<file path="src/rtl/alu_op_sequencer.sv">
// ALU op sequencer: registers the stage-1 ALU op, decodes it into the ALU
// control word, and splits 16-bit add/sub into chained low/high byte steps.
module alu_op_sequencer #(
    parameter logic RESET_FLAGC = 1'b0
) (
    input  logic       Clock,
    input  logic       Reset,
    input  logic       Hold,
    input  logic       OpValid,
    input  logic [3:0] AluOp,
    input  logic       AluCarryOut,
    output logic       Stall,
    output logic       AluClockEn,
    output logic       AluActive,
    output logic       AluWrite,
    output logic       AluHighByte,
    output logic [7:0] AluCtrl,
    output logic       ChainCarry,
    output logic       FlagC
);

    typedef enum logic {
        IDLE = 1'b0,
        HI16 = 1'b1
    } state_t;

    typedef enum logic [3:0] {
        OP_NOP   = 4'd0,
        OP_ADD   = 4'd1,
        OP_ADC   = 4'd2,
        OP_SUB   = 4'd3,
        OP_SBC   = 4'd4,
        OP_AND   = 4'd5,
        OP_OR    = 4'd6,
        OP_XOR   = 4'd7,
        OP_NOT   = 4'd8,
        OP_SHL   = 4'd9,
        OP_SHR   = 4'd10,
        OP_INC   = 4'd11,
        OP_DEC   = 4'd12,
        OP_ADD16 = 4'd13,
        OP_SUB16 = 4'd14,
        OP_CMP   = 4'd15
    } alu_op_t;

    state_t      state;
    logic [7:0]  hi_ctrl;      // high-step word held across the stall cycle
    logic        flag_upd;     // current cycle's carry out belongs in FlagC

    logic [7:0]  dec_ctrl;
    logic [7:0]  dec_hi_ctrl;
    logic        dec_sets_c;
    logic        dec_write;
    logic        dec_is16;
    logic        op_valid;

    // Combinational decode of the incoming op into control word and attributes
    always_comb begin
        dec_ctrl    = '0;
        dec_hi_ctrl = '0;
        dec_sets_c  = 1'b0;
        dec_write   = 1'b1;
        dec_is16    = 1'b0;
        case (alu_op_t'(AluOp))
            OP_ADD:   begin dec_ctrl = 8'h0A; dec_sets_c = 1'b1; end
            OP_ADC:   begin dec_ctrl = 8'h8A; dec_sets_c = 1'b1; end
            OP_SUB:   begin dec_ctrl = 8'h45; dec_sets_c = 1'b1; end
            OP_SBC:   begin dec_ctrl = 8'h85; dec_sets_c = 1'b1; end
            OP_AND:   dec_ctrl = 8'h18;
            OP_OR:    dec_ctrl = 8'h1E;
            OP_XOR:   dec_ctrl = 8'h16;
            OP_NOT:   dec_ctrl = 8'h10;
            OP_SHL:   begin dec_ctrl = 8'h2F; dec_sets_c = 1'b1; end
            OP_SHR:   begin dec_ctrl = 8'h30; dec_sets_c = 1'b1; end
            OP_INC:   begin dec_ctrl = 8'h40; dec_sets_c = 1'b1; end
            OP_DEC:   begin dec_ctrl = 8'h0F; dec_sets_c = 1'b1; end
            OP_ADD16: begin dec_ctrl = 8'h0A; dec_hi_ctrl = 8'hCA; dec_is16 = 1'b1; end
            OP_SUB16: begin dec_ctrl = 8'h45; dec_hi_ctrl = 8'hC5; dec_is16 = 1'b1; end
            OP_CMP:   begin dec_ctrl = 8'h45; dec_sets_c = 1'b1; dec_write = 1'b0; end
            default:  begin dec_ctrl = '0; dec_write = 1'b0; end
        endcase
        op_valid = OpValid && (AluOp != OP_NOP);
    end

    // Sequencer state, registered ALU controls, chain carry and carry flag
    always_ff @(posedge Clock or posedge Reset) begin
        if (Reset) begin
            state       <= IDLE;
            hi_ctrl     <= '0;
            flag_upd    <= 1'b0;
            Stall       <= 1'b0;
            AluClockEn  <= 1'b0;
            AluActive   <= 1'b0;
            AluWrite    <= 1'b0;
            AluHighByte <= 1'b0;
            AluCtrl     <= '0;
            ChainCarry  <= 1'b0;
            FlagC       <= RESET_FLAGC;
        end else if (!Hold) begin
            // flag_upd describes the cycle ending at this edge, independent of state
            if (flag_upd) begin
                FlagC <= AluCarryOut;
            end
            case (state)
                IDLE: begin
                    AluHighByte <= 1'b0;
                    if (op_valid) begin
                        AluCtrl    <= dec_ctrl;
                        AluActive  <= 1'b1;
                        AluClockEn <= 1'b1;
                        AluWrite   <= dec_write;
                        if (dec_is16) begin
                            hi_ctrl  <= dec_hi_ctrl;
                            Stall    <= 1'b1;
                            flag_upd <= 1'b0;
                            state    <= HI16;
                        end else begin
                            Stall    <= 1'b0;
                            flag_upd <= dec_sets_c;
                        end
                    end else begin
                        AluCtrl    <= '0;
                        AluActive  <= 1'b0;
                        AluClockEn <= 1'b0;
                        AluWrite   <= 1'b0;
                        Stall      <= 1'b0;
                        flag_upd   <= 1'b0;
                    end
                end
                HI16: begin
                    ChainCarry  <= AluCarryOut;
                    AluCtrl     <= hi_ctrl;
                    AluActive   <= 1'b1;
                    AluClockEn  <= 1'b1;
                    AluWrite    <= 1'b1;
                    AluHighByte <= 1'b1;
                    Stall       <= 1'b0;
                    flag_upd    <= 1'b1;
                    state       <= IDLE;
                end
                default: state <= IDLE;
            endcase
        end
    end

endmodule

</file>
<file path="config.mk">
export PLATFORM = sky130hd
export DESIGN_NAME = alu_op_sequencer
export DESIGN_NICKNAME = d
export VERILOG_FILES = /design/src/rtl/alu_op_sequencer.sv
export SDC_FILE = /design/constraint.sdc
export NUM_CORES = 1
export LEC_CHECK = 0
export CORE_MARGIN = 4
export CORE_UTILIZATION = 30
export CTS_CLUSTER_SIZE = 25
export DETAILED_ROUTE_END_ITERATION = 7
export GPL_TIMING_DRIVEN = 0
export SLEW_MARGIN = 30
export SYNTH_ARGS = -nofsm -noshare
export SYNTH_HDL_FRONTEND = slang
export SYNTH_SLANG_ARGS = --single-unit
</file>
<file path="constraint.sdc">
create_clock -name Clock -period 1.7 [get_ports Clock]
set_input_delay 0.34 -clock Clock [delete_from_list [all_inputs] [get_ports Clock]]
set_output_delay 0.34 -clock Clock [all_outputs]
set_load 0.1 [all_outputs]
</file>
Yosys cells after proc, flatten, opt, wreduce, memory -nomap -nowiden
Cells that the tools add are included. Widths: inputs -> output; s select.

Eq/ne operators: 15. Multiplexer cells: 18. Bitwise logic cells: 2. Reduce and logical (&&, ||, !) cells: 10.

Operators with widths (count): $pmux 8 s12 (1); $eq 4x4->1 const B (8); $pmux 8 s2 (2); $eq 4x3->1 const B (4); $reduce_or 14->1 (1); $pmux 1 s2 (5); $mux 1 (9); $reduce_or 9->1 (1); $eq 4x2->1 const B (2); $mux 8 (1); $eq 4x1->1 const B (1); $reduce_and 2->1 (2); $reduce_and 4->1 (1); $reduce_bool 4->1 (1); $reduce_or 2->1 (2); $reduce_or 3->1 (1); $not 1->1 (2); $logic_and 1x1->1 (1).

Register bits: 23. Output and inout port bits: 15.

Depth between registers and ports, before layout
Depth in word-level cells: 6. Gate-level depth with buffers: 5. Mapped depth without buffers: 4.

Least setup slack after synthesis
OpenSTA, ideal clock, no wires.

Path type: reg2reg. Start point: register state. End point: register ChainCarry. Data arrival time: 1.743 ns. Required time: 1.572 ns. Setup slack: -0.171 ns. Stages on the path, launching flop included: 4. Period minus slack after synthesis: 1.871 ns. Path through: dfrtp_1 > buf_4 > nor2b_1 > mux2_1.

Word-level cells in the longest chain between the ends: 1.

Ends and longest elaborated chain: start, declared (RTL line 46) `state_t state;`; start signal, assigned (RTL line 88) `state <= IDLE;`; start signal, assigned (RTL line 116) `state <= HI16;`; start signal, assigned (RTL line 139) `state <= IDLE;`; $reduce_and 2->1 (no line); end signal, assigned (RTL line 131) `ChainCarry <= AluCarryOut;`; end, declared (RTL line 18) `output logic ChainCarry,`.

No other way between the ends. A chain may end at the register's enable or synchronous reset.

==> results.py <==
metrics = {
    "critical_path": {
        "crit_arrival_ps": 1280,
        "path_delay_family": "buffers and inverters",
        "worstSetupEndpointType": "output port",
        "worstPathRequired_ps": 1360,
        "cp_max_fo": 5,
        "path_cells": "clkdlybuf4s15_2",
        "worstSetupStartpointType": "register",
        "r2r-start": "state$_DFFE_PP0N_",
        "worst-path-buf-inv": 1,
        "timing.critical_path.from": "state$_DFFE_PP0N_",
        "slowest_delay_ps": 570,
        "critical_path_class": "reg -> out",
        "crit_slowest_cell": "clkdlybuf4s15_2",
    },
    "timing": {
        "grt_setup_unrepaired": "false",
        "timing.final.ws_setup_ps": 80.4,
        "worst_pin_slew_ps": 654,
        "setup_viol": 0,
        "drv_slew": 0,
        "finalClockSkew_ps": 1.57,
        "finalHoldViolCount": 0,
        "post-route-min-period_ps": 1620,
        "timing.fmax_mhz": 617,
        "whs_ps": 429,
        "fin_crit_sh": 0.953,
        "slew_headroom": 0.563,
    },
    "route": {
        "drc": 0,
        "num_vias": 872,
        "antenna_left": 0,
        "drtPass1Iterations": 4,
        "drtIter0Drc": 28,
        "wl_per_cell_um": 13.1,
        "viasPerCell": 4.84,
        "wl_um": 2350,
    },
    "run": {
        "maxCapViolCount": 0,
    },
    "clock_tree": {
        "cts_made_buffers": 3,
        "post-cts-setup-buffers": 0,
        "clk_latency_ps": 290,
        "hold_buffers": 0,
        "htreeDepth": 1,
        "cts-root-buf": "clkbuf_4",
        "cts_buffer_depth": 2,
        "cts_num_sinks": 18,
        "clk_pin_slew_ps": 100,
        "cts_tree": "yes",
    },
    "floorplan": {
        "num_rows": 20,
        "die_x_um": 66.3,
        "core-area_um2": 3150,
        "io_pins": 24,
        "die_height_um": 66.3,
        "dieArea_um2": 4400,
        "initial_core_util": 0.323,
    },
    "synth": {
        "synth_warnings": 0,
        "netlist_area_um2": 1020,
        "async_flop_share": 1.00,
        "synth_fp_nets": 119,
        "synth_edf_count": 0,
        "syn_avg_cell_area_um2": 9.27,
        "synth_cell_types": 37,
        "netlist_instances": 110,
        "synth_seq_cells": 18,
        "synthFlopType": "dfrtp_1",
        "ys_seq_area_frac": 0.442,
    },
    "place": {
        "dp_hpwl_um": 1830,
        "port_buffers": 22,
        "dp_slack_ps": -208,
        "place.gp.congestion": 0.851,
        "place_area_um2": 1300,
    },
    "layout": {
        "area_growth_pct": 31.9,
        "final_area_um2": 1350,
        "nets": 146,
        "drive_gt1_frac": 0.265,
        "antenna_cells": 0,
        "post-route-util": 0.427,
    },
    "global_routing": {
        "grt_max_degree": 19,
        "gr-total-overflow": 0,
        "antenna_found_initial": 0,
        "grt_pass1_vias": 936,
        "grt_pass1_wl_um": 4330,
        "grt_use_total": 0.126,
    },
    "power": {
        "peakVddDrop_mv": 0.324,
        "p_leak_nw": 0.576,
        "power_density_nw_per_um2": 983,
    },
    "outcome": {
        "outcome": "complete, no violations",
    },
    "hold_path": {
        "hold_class": "in -> async",
    },
}
==> path summary, 6_finish.rpt <==
kind	end	slack, ps	cells after the start
max in group asynchronous	state$_DFFE_PP0N_	820	2
worst max register to register	hi_ctrl[2]$_DFFE_PP0P_	380	4
worst max-delay path	Stall	80	1
worst min register to register	AluHighByte$_DFFE_PP0N_	490	1
worst min-delay path	AluActive$_DFFE_PP0N_	430	2
min in group Clock	state$_DFFE_PP0N_	480	4
==> routing by layer <==
metal | up-vias | routed length (um) | part of all wire | GRT usage
met5 | - | 0 | 0 | 0
met4 | 0 | 26 | 0.011 | 0.0457
met3 | 4 | 101 | 0.043 | 0.0255
met2 | 19 | 1150 | 0.49 | 0.207
met1 | 416 | 1080 | 0.46 | 0.162
li1 | 433 | - | - | -
==> logic make-up after synthesis <==
group | synth area share
compound gates | 0.233
mux | 0.0221
xor+xnor | 0.0172
flops | 0.442
simple gates | 0.199
buf+inv | 0.0871
==> state kept, by name, indices dropped and copies added (netlist names) <==
| register | count |
|---|---|
| AluWrite | 1 |
| AluHighByte | 1 |
| AluCtrl | 8 |
| state | 1 |
| flag_upd | 1 |
| AluActive | 1 |
| FlagC | 1 |
| ChainCarry | 1 |
| hi_ctrl | 3 |
==> where the power goes <==
group          internal, W  switching (W)  leakage (nW)
clock network     0.000131       0.000135        0.0210
registers         0.000475      0.0000276         0.227
logic             0.000136       0.000418         0.328
total             0.000742       0.000580         0.576
==> layout by cell type, fill, tap and decap left out, types with 2 or more instances in the layout <==
| cell | netlist | final |
|---|---|---|
| clkdlybuf4s50_1 | 0 | 7 |
| inv_1 | 4 | 4 |
| a211oi_1 | 2 | 2 |
| clkbuf_4 | 0 | 3 |
| a21oi_1 | 13 | 13 |
| buf_2 | 2 | 3 |
| dfrtp_1 | 18 | 17 |
| o21ai_0 | 4 | 4 |
| nor2_1 | 7 | 7 |
| buf_4 | 4 | 4 |
| nand2_1 | 14 | 14 |
| clkdlybuf4s15_2 | 0 | 14 |
| o21ai_1 | 4 | 4 |
| buf_6 | 3 | 3 |
| nand2b_1 | 4 | 4 |
| nor2b_1 | 7 | 7 |
==> metrics by stage <==
step | instances | total power [W] | setup TNS, ps
2_1_floorplan | 110 | 0.000939 | 0
3_3_place_gp | 176 | 0.00108 | -1740
3_5_place_dp | 176 | 0.00108 | -1850
4_1_cts | 180 | 0.00134 | 0
5_1_grt | 180 | 0.00139 | 0
6_report | 180 | 0.00132 | 0
==> cell type report <==
| class | instances | area (um^2) |
|---|---|---|
| inverters | 4 | 15.0 |
| multi-input cells | 79 | 480 |
| clock buffers | 4 | 36.3 |
| flip-flops and latches | 18 | 452 |
| fillers | 342 | 1810 |
| plain buffers | 9 | 73.8 |
| well taps | 44 | 55.1 |
| repair buffers | 22 | 233 |
==> cell usage after synthesis, types with 2 or more instances <==
library cell  count  area [um^2]
buf_6             3         33.8
nor2_1            7         26.3
nand2_1          14         52.6
nand2b_1          4         25.0
a211oi_1          2         15.0
buf_2             2         10.0
o21ai_0           4         20.0
inv_1             4         15.0
buf_4             4         30.0
nor2b_1           7         43.8
dfrtp_1          18          450
a21oi_1          13         65.1
o21ai_1           4         20.0
==> timing repair <==
action / CTS / global route
hold endpoints to repair: 0 / 0
pin swaps: 0 / 0
setup endpoints to repair: 15 / 1
gates resized for setup: 45 / 2
(Power assumes the default switching activity.)
